`config.mk`:
```
export PLATFORM = sky130hd
export DESIGN_NAME = latency_pipe_mc
export DESIGN_NICKNAME = d
export VERILOG_FILES = /design/src/rtl/latency_pipe_mc.sv
export SDC_FILE = /design/constraint.sdc
export NUM_CORES = 1
export LEC_CHECK = 0
export CORE_ASPECT_RATIO = 0.8
export CORE_UTILIZATION = 40
export DETAILED_ROUTE_END_ITERATION = 10
export PLACE_DENSITY = 0.69
export SLEW_MARGIN = 30
export SYNTH_ARGS = -nofsm -noshare
export SYNTH_HDL_FRONTEND = slang
export SYNTH_SLANG_ARGS = --single-unit
```
`constraint.sdc`:
```
create_clock -name clk -period 8.8 [get_ports clk]
set_input_delay 0.88 -clock clk [delete_from_list [all_inputs] [get_ports clk]]
set_output_delay 0.88 -clock clk [all_outputs]
set_load 0.05 [all_outputs]
```
`src/rtl/latency_pipe_mc.sv`:
```
// Multi-channel programmable delay line.
// Each channel delays a valid+data beat by 0..MAX_LAT cycles. The design also provides:
//   - a global stall;
//   - latency writes that are accepted only on drained channels;
//   - per-channel busy status.
module latency_pipe_mc #(
    parameter int unsigned WIDTH     = 32,
    parameter int unsigned NUM_CH    = 4,
    parameter int unsigned MAX_LAT   = 4,
    parameter int unsigned RESET_LAT = 1,
    localparam int unsigned LAT_W    = $clog2(MAX_LAT + 1),
    localparam int unsigned CH_W     = (NUM_CH > 1) ? $clog2(NUM_CH) : 1
) (
    input  logic                    clk,
    input  logic                    rst,
    input  logic                    clr,
    input  logic                    stall,
    input  logic                    cfg_we,
    input  logic [CH_W-1:0]         cfg_ch,
    input  logic [LAT_W-1:0]        cfg_latency,
    output logic                    cfg_err,
    input  logic [NUM_CH-1:0]       in_valid,
    input  logic [NUM_CH*WIDTH-1:0] in_data,
    output logic [NUM_CH-1:0]       out_valid,
    output logic [NUM_CH*WIDTH-1:0] out_data,
    output logic [NUM_CH-1:0]       ch_busy,
    output logic [NUM_CH*LAT_W-1:0] lat_q
);

    logic             stg_v [NUM_CH][MAX_LAT];
    logic [WIDTH-1:0] stg_d [NUM_CH][MAX_LAT];
    logic [LAT_W-1:0] lat_r [NUM_CH];
    logic             tgt_busy;
    logic             cfg_ok;

    // Output tap at stage L-1 (or pass-through for L==0), busy status and packed latency view.
    always_comb begin
        out_valid = '0;
        out_data  = '0;
        ch_busy   = '0;
        lat_q     = '0;
        for (int c = 0; c < int'(NUM_CH); c++) begin
            lat_q[c*LAT_W +: LAT_W] = lat_r[c];
            if (lat_r[c] == '0) begin
                out_valid[c]                = in_valid[c];
                out_data[c*WIDTH +: WIDTH]  = in_data[c*WIDTH +: WIDTH];
            end else begin
                for (int i = 0; i < int'(MAX_LAT); i++) begin
                    if (i < int'(lat_r[c])) begin
                        ch_busy[c] = ch_busy[c] | stg_v[c][i];
                    end
                    // Data is masked when the tap stage holds no valid beat.
                    if ((i + 1 == int'(lat_r[c])) && stg_v[c][i]) begin
                        out_valid[c]               = 1'b1;
                        out_data[c*WIDTH +: WIDTH] = stg_d[c][i];
                    end
                end
            end
        end
    end

    // Config write acceptance: legal latency, valid channel, and target drained or being cleared.
    always_comb begin
        tgt_busy = 1'b0;
        for (int c = 0; c < int'(NUM_CH); c++) begin
            if (int'(cfg_ch) == c) begin
                tgt_busy = ch_busy[c];
            end
        end
        cfg_ok = cfg_we && (int'(cfg_latency) <= int'(MAX_LAT)) &&
                 (int'(cfg_ch) < int'(NUM_CH)) && (!tgt_busy || clr);
    end

    // Latency registers and error pulse.
    always_ff @(posedge clk) begin
        if (rst) begin
            cfg_err <= 1'b0;
            for (int c = 0; c < int'(NUM_CH); c++) begin
                lat_r[c] <= LAT_W'(RESET_LAT);
            end
        end else begin
            cfg_err <= cfg_we && !cfg_ok;
            for (int c = 0; c < int'(NUM_CH); c++) begin
                if (cfg_ok && (int'(cfg_ch) == c)) begin
                    lat_r[c] <= cfg_latency;
                end
            end
        end
    end

    // Stage shift: only the first L stages move. Stages beyond L keep their old contents,
    // which are invalid because latency only changes on drained channels.
    always_ff @(posedge clk) begin
        for (int c = 0; c < int'(NUM_CH); c++) begin
            if (rst || clr) begin
                for (int i = 0; i < int'(MAX_LAT); i++) begin
                    stg_v[c][i] <= 1'b0;
                    stg_d[c][i] <= '0;
                end
            end else if (!stall && (lat_r[c] != '0)) begin
                stg_v[c][0] <= in_valid[c];
                stg_d[c][0] <= in_data[c*WIDTH +: WIDTH];
                for (int i = 1; i < int'(MAX_LAT); i++) begin
                    if (i < int'(lat_r[c])) begin
                        stg_v[c][i] <= stg_v[c][i-1];
                        stg_d[c][i] <= stg_d[c][i-1];
                    end
                end
            end
        end
    end

endmodule
```
After elaboration in Yosys (flattened, before gate mapping):

Memories as Yosys holds them, arrays and structs flattened.
Index checks and enable logic that the tools add are counted.

* memories: 3
* input bits: 142
* bits in writable memories: 540
* register bits after elaboration: 1

* magnitude comparators: 17
* bitwise operators: 48
* eq/ne operators: 19
* multiplexer cells: 188
* reduce and logical (&&, ||, !) cells: 41

Memories
* stg_d: depth 4, bits a word 128, rd ports 4, clocked after Yosys merged registers in 0, wr ports 4, line 31 `logic [WIDTH-1:0] stg_d [NUM_CH][MAX_LAT];`
* stg_v: depth 4, bits a word 4, rd ports 4, clocked after Yosys merged registers in 0, wr ports 4, line 30 `logic stg_v [NUM_CH][MAX_LAT];`
* lat_r: depth 4, bits a word 3, rd ports 4, clocked after Yosys merged registers in 0, wr ports 4, line 32 `logic [LAT_W-1:0] lat_r [NUM_CH];`

Operator list (count)
* 32-bit 2-to-1 mux: 36
* 1-bit 2-to-1 mux: 148
* 1-bit bitwise OR: 48
* 3-bit equality test (first input constant): 12
* 1-bit logical AND: 27
* 1-bit by 3-bit less-than comparator with 1-bit output (first input constant): 8
* 2-bit by 3-bit less-than comparator with 1-bit output (first input constant): 8
* 2-bit by 3-bit equality test with 1-bit output (first input constant): 4
* 3-bit zero test: 4
* 3-bit 2-to-1 mux: 4
* 3-bit nonzero test: 4
* 2-bit equality test (second input constant): 2
* 3-bit <= comparator (second input constant): 1
* 1-bit zero test: 3
* 2-bit by 1-bit equality test with 1-bit output (second input constant): 1
* 2-bit zero test: 1
* 1-bit logical OR: 2

Depth between registers and ports, before layout:

Gate-level depths: netlist (run 1).
An unclocked memory read counts as a cell.

* depth after elaboration: 25
* depth in mapped cells: 7
* gate-level depth less buffers: 4

Least setup slack after synthesis (run 1):

Ideal clock, no wire load.

* kind: reg2reg
* start: memory lat_r[0][2] (netlist name)
* end: memory stg_d[0][32] (netlist name), enable pin
* clock period less this slack: 3.915 ns
* stages on the path, launching flop included: 4
* slack: 4.885 ns
* buffers on the path: 1
* arrival: 3.445 ns
* path through: edfxtp_1 -> buf_2 -> a21oi_1 -> o21ai_0

RTL lines (line)
* start, declared: 32
* end, declared: 31

==> results of run 1 <==
worst max-delay path, delay by kind of cell, from the launching register on:
| kind | cells | cell delay, ns |
|---|---|---|
| flops | 1 | 0.33 |
| buf+inv | 4 | 1.81 |
| compound gates | 2 | 0.38 |
| simple gates | 1 | 0.78 |
per-layer routing:
metal	global-route usage	wire, µm
met1	0.299	29100
met2	0.327	30500
met3	0.0478	5500
met4	0.0545	1330
met5	0	55
layout by cell type (no fill, tap or decap), types with 15 or more instances in the layout:
master / netlist / layout
clkbuf_16: 0 / 54
clkinv_1: 0 / 15
and3_1: 294 / 292
nor2_1: 147 / 142
inv_1: 16 / 16
clkdlybuf4s50_1: 0 / 289
edfxtp_1: 540 / 540
a31oi_1: 129 / 129
and2_1: 231 / 231
o21ai_4: 0 / 16
a22oi_1: 256 / 256
buf_4: 0 / 47
layout make-up:
type,count,area share
sequential,541,0.543
antenna,3,0.000251
clock buffer,61,0.0460
multi-input combinational,1155,0.252
clock inverter,41,0.0143
timing repair buffer,338,0.110
inverter,16,0.00201
tap,779,0.0326
synthesized netlist by cell type, types with 5 or more instances:
| cell type | instances |
|---|---|
| edfxtp_1 | 540 |
| clkbuf_1 | 164 |
| clkbuf_2 | 7 |
| a21oi_1 | 5 |
| and3_1 | 294 |
| nor3_1 | 13 |
| a22oi_1 | 256 |
| inv_1 | 16 |
| a31oi_1 | 129 |
| and2_1 | 231 |
| nor2_1 | 147 |
| buf_2 | 12 |
| or3_1 | 6 |
| o21ai_0 | 22 |
registers in the layout (all words and copies together) (netlist names):
signal   count
lat_r       12
cfg_err      1
stg_v       16
stg_d      512
logic make-up (layout without fill, tap and decap cells):
logic type             after synthesis  count (layout)
AOI/OAI and AO/OA                  432             432
buffers and inverters              202             456
DFF                                541             541
other                                0               3
and+or+nand+nor                    723             723
power breakdown:
group          switching [mW]  total (mW)  internal [mW]
combinational           0.266       0.407          0.141
sequential             0.0702        3.04           2.97
clock                    1.02        2.39           1.37
total                    1.36        5.83           4.47
worst max path at each step:
| stage | startpoint | end | depth (start not counted) |
|---|---|---|---|
| CTS | lat_r[0][11] | out_data[103] | 7 |
| floorplan | lat_r[0][2] | stg_d[0][32] | 3 |
| global route | lat_r[0][11] | out_data[103] | 7 |
| global placement | lat_r[0][11] | out_data[97] | 7 |
| detailed placement | lat_r[0][11] | out_data[103] | 7 |
| finish | lat_r[0][11] | out_data[103] | 7 |
through the flow:
step / hold slack [ns] / setup slack, ns / area [µm²] / util / total power, mW
final: 0.551 / 3.98 / 29900 / 0.501 / 5.83
after global routing: 0.564 / 3.77 / 29900 / 0.501 / 6.01
after CTS: 0.553 / 3.93 / 29900 / 0.500 / 5.88
after detailed placement: 0.537 / 4.63 / 28100 / 0.470 / 3.49
after global placement: 0.528 / 4.75 / 28100 / 0.470 / 3.49
after floorplan: 0.525 / 4.89 / 24300 / - / 3.27
==> results_dict.tcl, run 1 <==
set metrics [dict create \
    status "finished clean" \
    slew_violations 0 \
    multi_input_area_um2 7550 \
    rsz0062_at_grt "no" \
    synthTopCellsByArea "edfxtp_1, a22oi_1, and3_1, and2_1, a31oi_1" \
    worst-r2r-cell-count 6 \
    hold_buffers 0 \
    gp_congestion 0.803 \
    synth_edf_count 540 \
    synth_top_family_by_area "simple AND/OR/NAND/NOR gates" \
    ys_types 45 \
    r2r-end "lat_r[0][6]" \
    cts_buffer_depth 3 \
    synth.area.mux_share 0 \
    drt-pass1-iter-count 7 \
    crit_path_max_fanout 40 \
    min_to "stg_d[0][87]" \
    peakVddDrop_uv 122 \
    crit_arrival_ns 3.94 \
    post_drt_wl_per_cell_um 22.7 \
    cts_buffers 54 \
    min_path_type "flip-flop to flip-flop" \
    start_util 0.406 \
    numClockSinks 541 \
    path_cells "buf_4 > inv_1 > nor4b_4 > buf_4 > a22oi_1 > a31oi_1 > clkdlybuf4s50_1" \
    setup_viol 0 \
    postCtsSetupBuffers 0 \
    slew_headroom 0.351 \
    synth.avg_cell_area_um2 12.8 \
    postSynthCellCount 1898 \
    r2r_setup_slack_ns 5.92 \
    grt_overflow_total 0 \
    first_global_vias 17400 \
    vias_per_cell 5.88 \
    hp-start "stg_d[0][119]" \
    nets 2248 \
    maxCapViolCount 0 \
    placed_cells 2829 \
    initialDrtViolationCount 1739 \
    cts_tree "done" \
    io_pins 291 \
    die_x_um 277 \
    criticalPathCategory "flip-flop to output pin" \
    drcViolationCount 0 \
    min_period_ns 4.82 \
    synth_seq_cells 541 \
    dp_hpwl_mm 38.2 \
    cp-start-kind "flip-flop" \
    fin_skew_ns 0.0293 \
    rows 80 \
    setup-tns-final_ns 0 \
    r2r_start "lat_r[0][8]" \
    finalWirelength_mm 66.5 \
    cts_root_buf "clkbuf_16" \
    synth_top_area_cell "edfxtp_1" \
    grt_pass1_wl_mm 103 \
    cts_resized 0 \
    grtUsageTotal 0.211 \
    grt_max_degree 99 \
    core_area_um2 59800 \
    ant_nets 0 \
    drive_above_1_share 0.0809 \
    synthFlopType "edfxtp_1" \
    cpMostUsedCell "buf_4" \
    seq_area_frac_synth 0.669 \
    final-instance-count-excl-fill 2934 \
    hold_viol_final 0 \
    synth-simple-area-share 0.173 \
    cp-end-kind "output pin" \
    synth_fa_ha_area_frac 0 \
    finalCritPeriodShare 0.548 \
    power_per_cell_area_nw_per_um2 195 \
    fmax_ghz 0.207 \
    min_path_cells 1 \
    syn_nets 2040 \
    p_leak_nw 11.8 \
    dieArea_um2 61700 \
    worst_slew_pin_slew_ns 0.974 \
    num_vias 17300 \
    synth_compound_area_frac 0.125 \
    syn2layout_area_growth_pct 23.2 \
    cts-htree-levels 2 \
    synth_xor_area_frac 0 \
    cp_slowest_cell "clkdlybuf4s50_1" \
    final-seq-area_um2 16200 \
    port_buffers 290 \
    path_clk_slew_ns 0.07 \
    die_h_um 222 \
    crit_required_ns 7.92 \
    nFillCells 5106 \
    syn_area_um2 24300 \
    synthArstFlopShare 0 \
    clk_latency_ns 0.61 \
    yosysTopAreaCellShare 0.668 \
    synth_warnings 0 \
    cpPeakStageDelay_ns 0.84 \
    antenna_found_initial 7 \
]
No activity file was read; power rests on OpenSTA's default activity.
==> run 2, diff against run 1 <==
clock period = 4.5 ns   (was 8.8 ns; I/O delays follow)
==> run 2 against run 1 <==
  * Die area did not move
  * Clock skew is 0.0031 ns lower
  * Flip-flop and latch count unchanged
  * Critical path type unchanged
  * Critical endpoint is now out_data[44]
  * Largest cell class unchanged
==> results_dict.tcl, run 2 (synthesis gave the netlist of run 1 again) <==
set metrics [dict create \
    drt-pass1-iter-count 5 \
    clk_latency_ns 0.61 \
    grt_pass1_wl_mm 104 \
    dp_hpwl_mm 38.9 \
    antenna_found_initial 7 \
    worst-r2r-cell-count 5 \
    largest_reg_flops 512 \
    final_area_um2 29800 \
    initialDrtViolationCount 1737 \
    r2r_start "lat_r[0][5]" \
    crit_required_ns 4.05 \
    place_area_um2 28200 \
    vias_per_cell 5.91 \
    cp-start-kind "flip-flop" \
    gp_congestion 0.820 \
    p_leak_nw 11.8 \
    cp_slowest_cell "clkdlybuf4s50_1" \
    layout_common_cells "edfxtp_1, and3_1, clkdlybuf4s50_1" \
    path_clk_slew_ns 0.06 \
    cp-end-kind "output pin" \
    numClockSinks 541 \
    grt_max_degree 171 \
    min_period_ns 4.29 \
    power_per_cell_area_nw_per_um2 368 \
    rsz0062_at_grt "no" \
    slew_headroom 0.360 \
    hold_buffers 0 \
    final_common_cell "edfxtp_1" \
    endpoint "out_data[44]" \
    crit_path_max_fanout 33 \
    syn2layout_area_growth_pct 22.9 \
    rows 80 \
    r2r-end "lat_r[0][3]" \
    worst_slew_pin_slew_ns 0.960 \
    min_path_type "primary input to flip-flop" \
    io_pins 291 \
    path_cells "inv_1 > nor4b_4 > buf_4 > a22oi_1 > a31oi_1 > clkdlybuf4s50_1" \
    hold_viol_final 0 \
    first_global_vias 17300 \
    drcViolationCount 0 \
    finalCritPeriodShare 0.953 \
    fin_skew_ns 0.0262 \
    peakVddDrop_uv 299 \
    post_drt_wl_per_cell_um 23.0 \
    die_x_um 277 \
    start_util 0.406 \
    setup_viol 0 \
    die_h_um 222 \
    status "finished clean" \
    top_register "stg_d" \
    postCtsSetupBuffers 0 \
    cts_tree "done" \
    cts_buffers 55 \
    cpPeakStageDelay_ns 0.88 \
    power_mw 11.0 \
    grtUsageTotal 0.214 \
    grt_overflow_total 0 \
    ant_nets 0 \
    slew_violations 0 \
    criticalPathCategory "flip-flop to output pin" \
    r2r_setup_slack_ns 1.98 \
    nets 2258 \
    cts_root_buf "clkbuf_16" \
    core_area_um2 59800 \
    drive_above_1_share 0.0868 \
    dieArea_um2 61700 \
    crit_arrival_ns 3.84 \
    fmax_ghz 0.233 \
    holdWs_ns 0.543 \
    top_regs "stg_d: 512 flops, stg_v: 16 flops, lat_r: 12 flops" \
    cts_buffer_depth 3 \
    cp-startpoint "lat_r[0][5]" \
    port_buffers 290 \
    maxCapViolCount 0 \
    finalWirelength_mm 67.5 \
    setup-tns-final_ns 0 \
    num_vias 17400 \
    cts-htree-levels 2 \
]
==> run 2: metal layers <==
layer | GRT usage | routed length (µm) | up-vias
met5 | 0 | 53 | -
met4 | 0.0477 | 1000 | 8
met3 | 0.0451 | 5460 | 82
met2 | 0.331 | 31200 | 769
met1 | 0.310 | 29700 | 8761
li1 | - | - | 7744
==> run 2: worst max-delay path, delay by kind of cell, from the launching register on <==
kind | cells | cell delay (ns)
DFF | 1 | 0.84
AOI/OAI and AO/OA | 2 | 0.45
and+or+nand+nor | 1 | 0.32
buffers and inverters | 3 | 1.60
==> run 2: worst min-delay path by stage <==
stage	from	to	cells past startpoint
after detailed placement	stg_d[0][86]	stg_d[0][54]	1
after global routing	in_data[9]	stg_d[0][105]	2
after CTS	in_data[9]	stg_d[0][105]	2
final	in_data[9]	stg_d[0][105]	2
after floorplan	stg_d[1][64]	stg_d[1][32]	1
after global placement	stg_d[3][115]	stg_d[3][83]	1
==> run 2: final cells by class <==
| class | count | area, µm² |
|---|---|---|
| timing repair buffer | 347 | 3410 |
| multi-input combinational | 1155 | 7550 |
| tap | 779 | 975 |
| inverter | 16 | 60.1 |
| clock buffer | 69 | 1430 |
| clock inverter | 26 | 168 |
| sequential | 541 | 16200 |
| antenna | 3 | 7.51 |
| fill | 5117 | 29900 |
==> run 2: power by group <==
part | internal (mW) | switching (mW)
clock network | 2.30 | 1.94
logic | 0.283 | 0.522
registers | 5.80 | 0.141
==> run 2: metrics by stage <==
| step | cells | utilization | setup slack (ns) |
|---|---|---|---|
| floorplan | 1898 | - | 0.585 |
| global placement | 2835 | 0.471 | 0.834 |
| detailed placement | 2838 | 0.472 | 0.737 |
| CTS | 2933 | 0.499 | 0.0743 |
| global route | 2935 | 0.499 | 0.0476 |
| finish | 2936 | 0.499 | 0.211 |
==> run 2: repair_timing <==
| action | 4_1_cts | 5_1_grt |
|---|---|---|
| setup endpoints to repair | 0 | 8 |
| gates resized for setup | 0 | 1 |
| endpoints found under the hold margin | 0 | 0 |
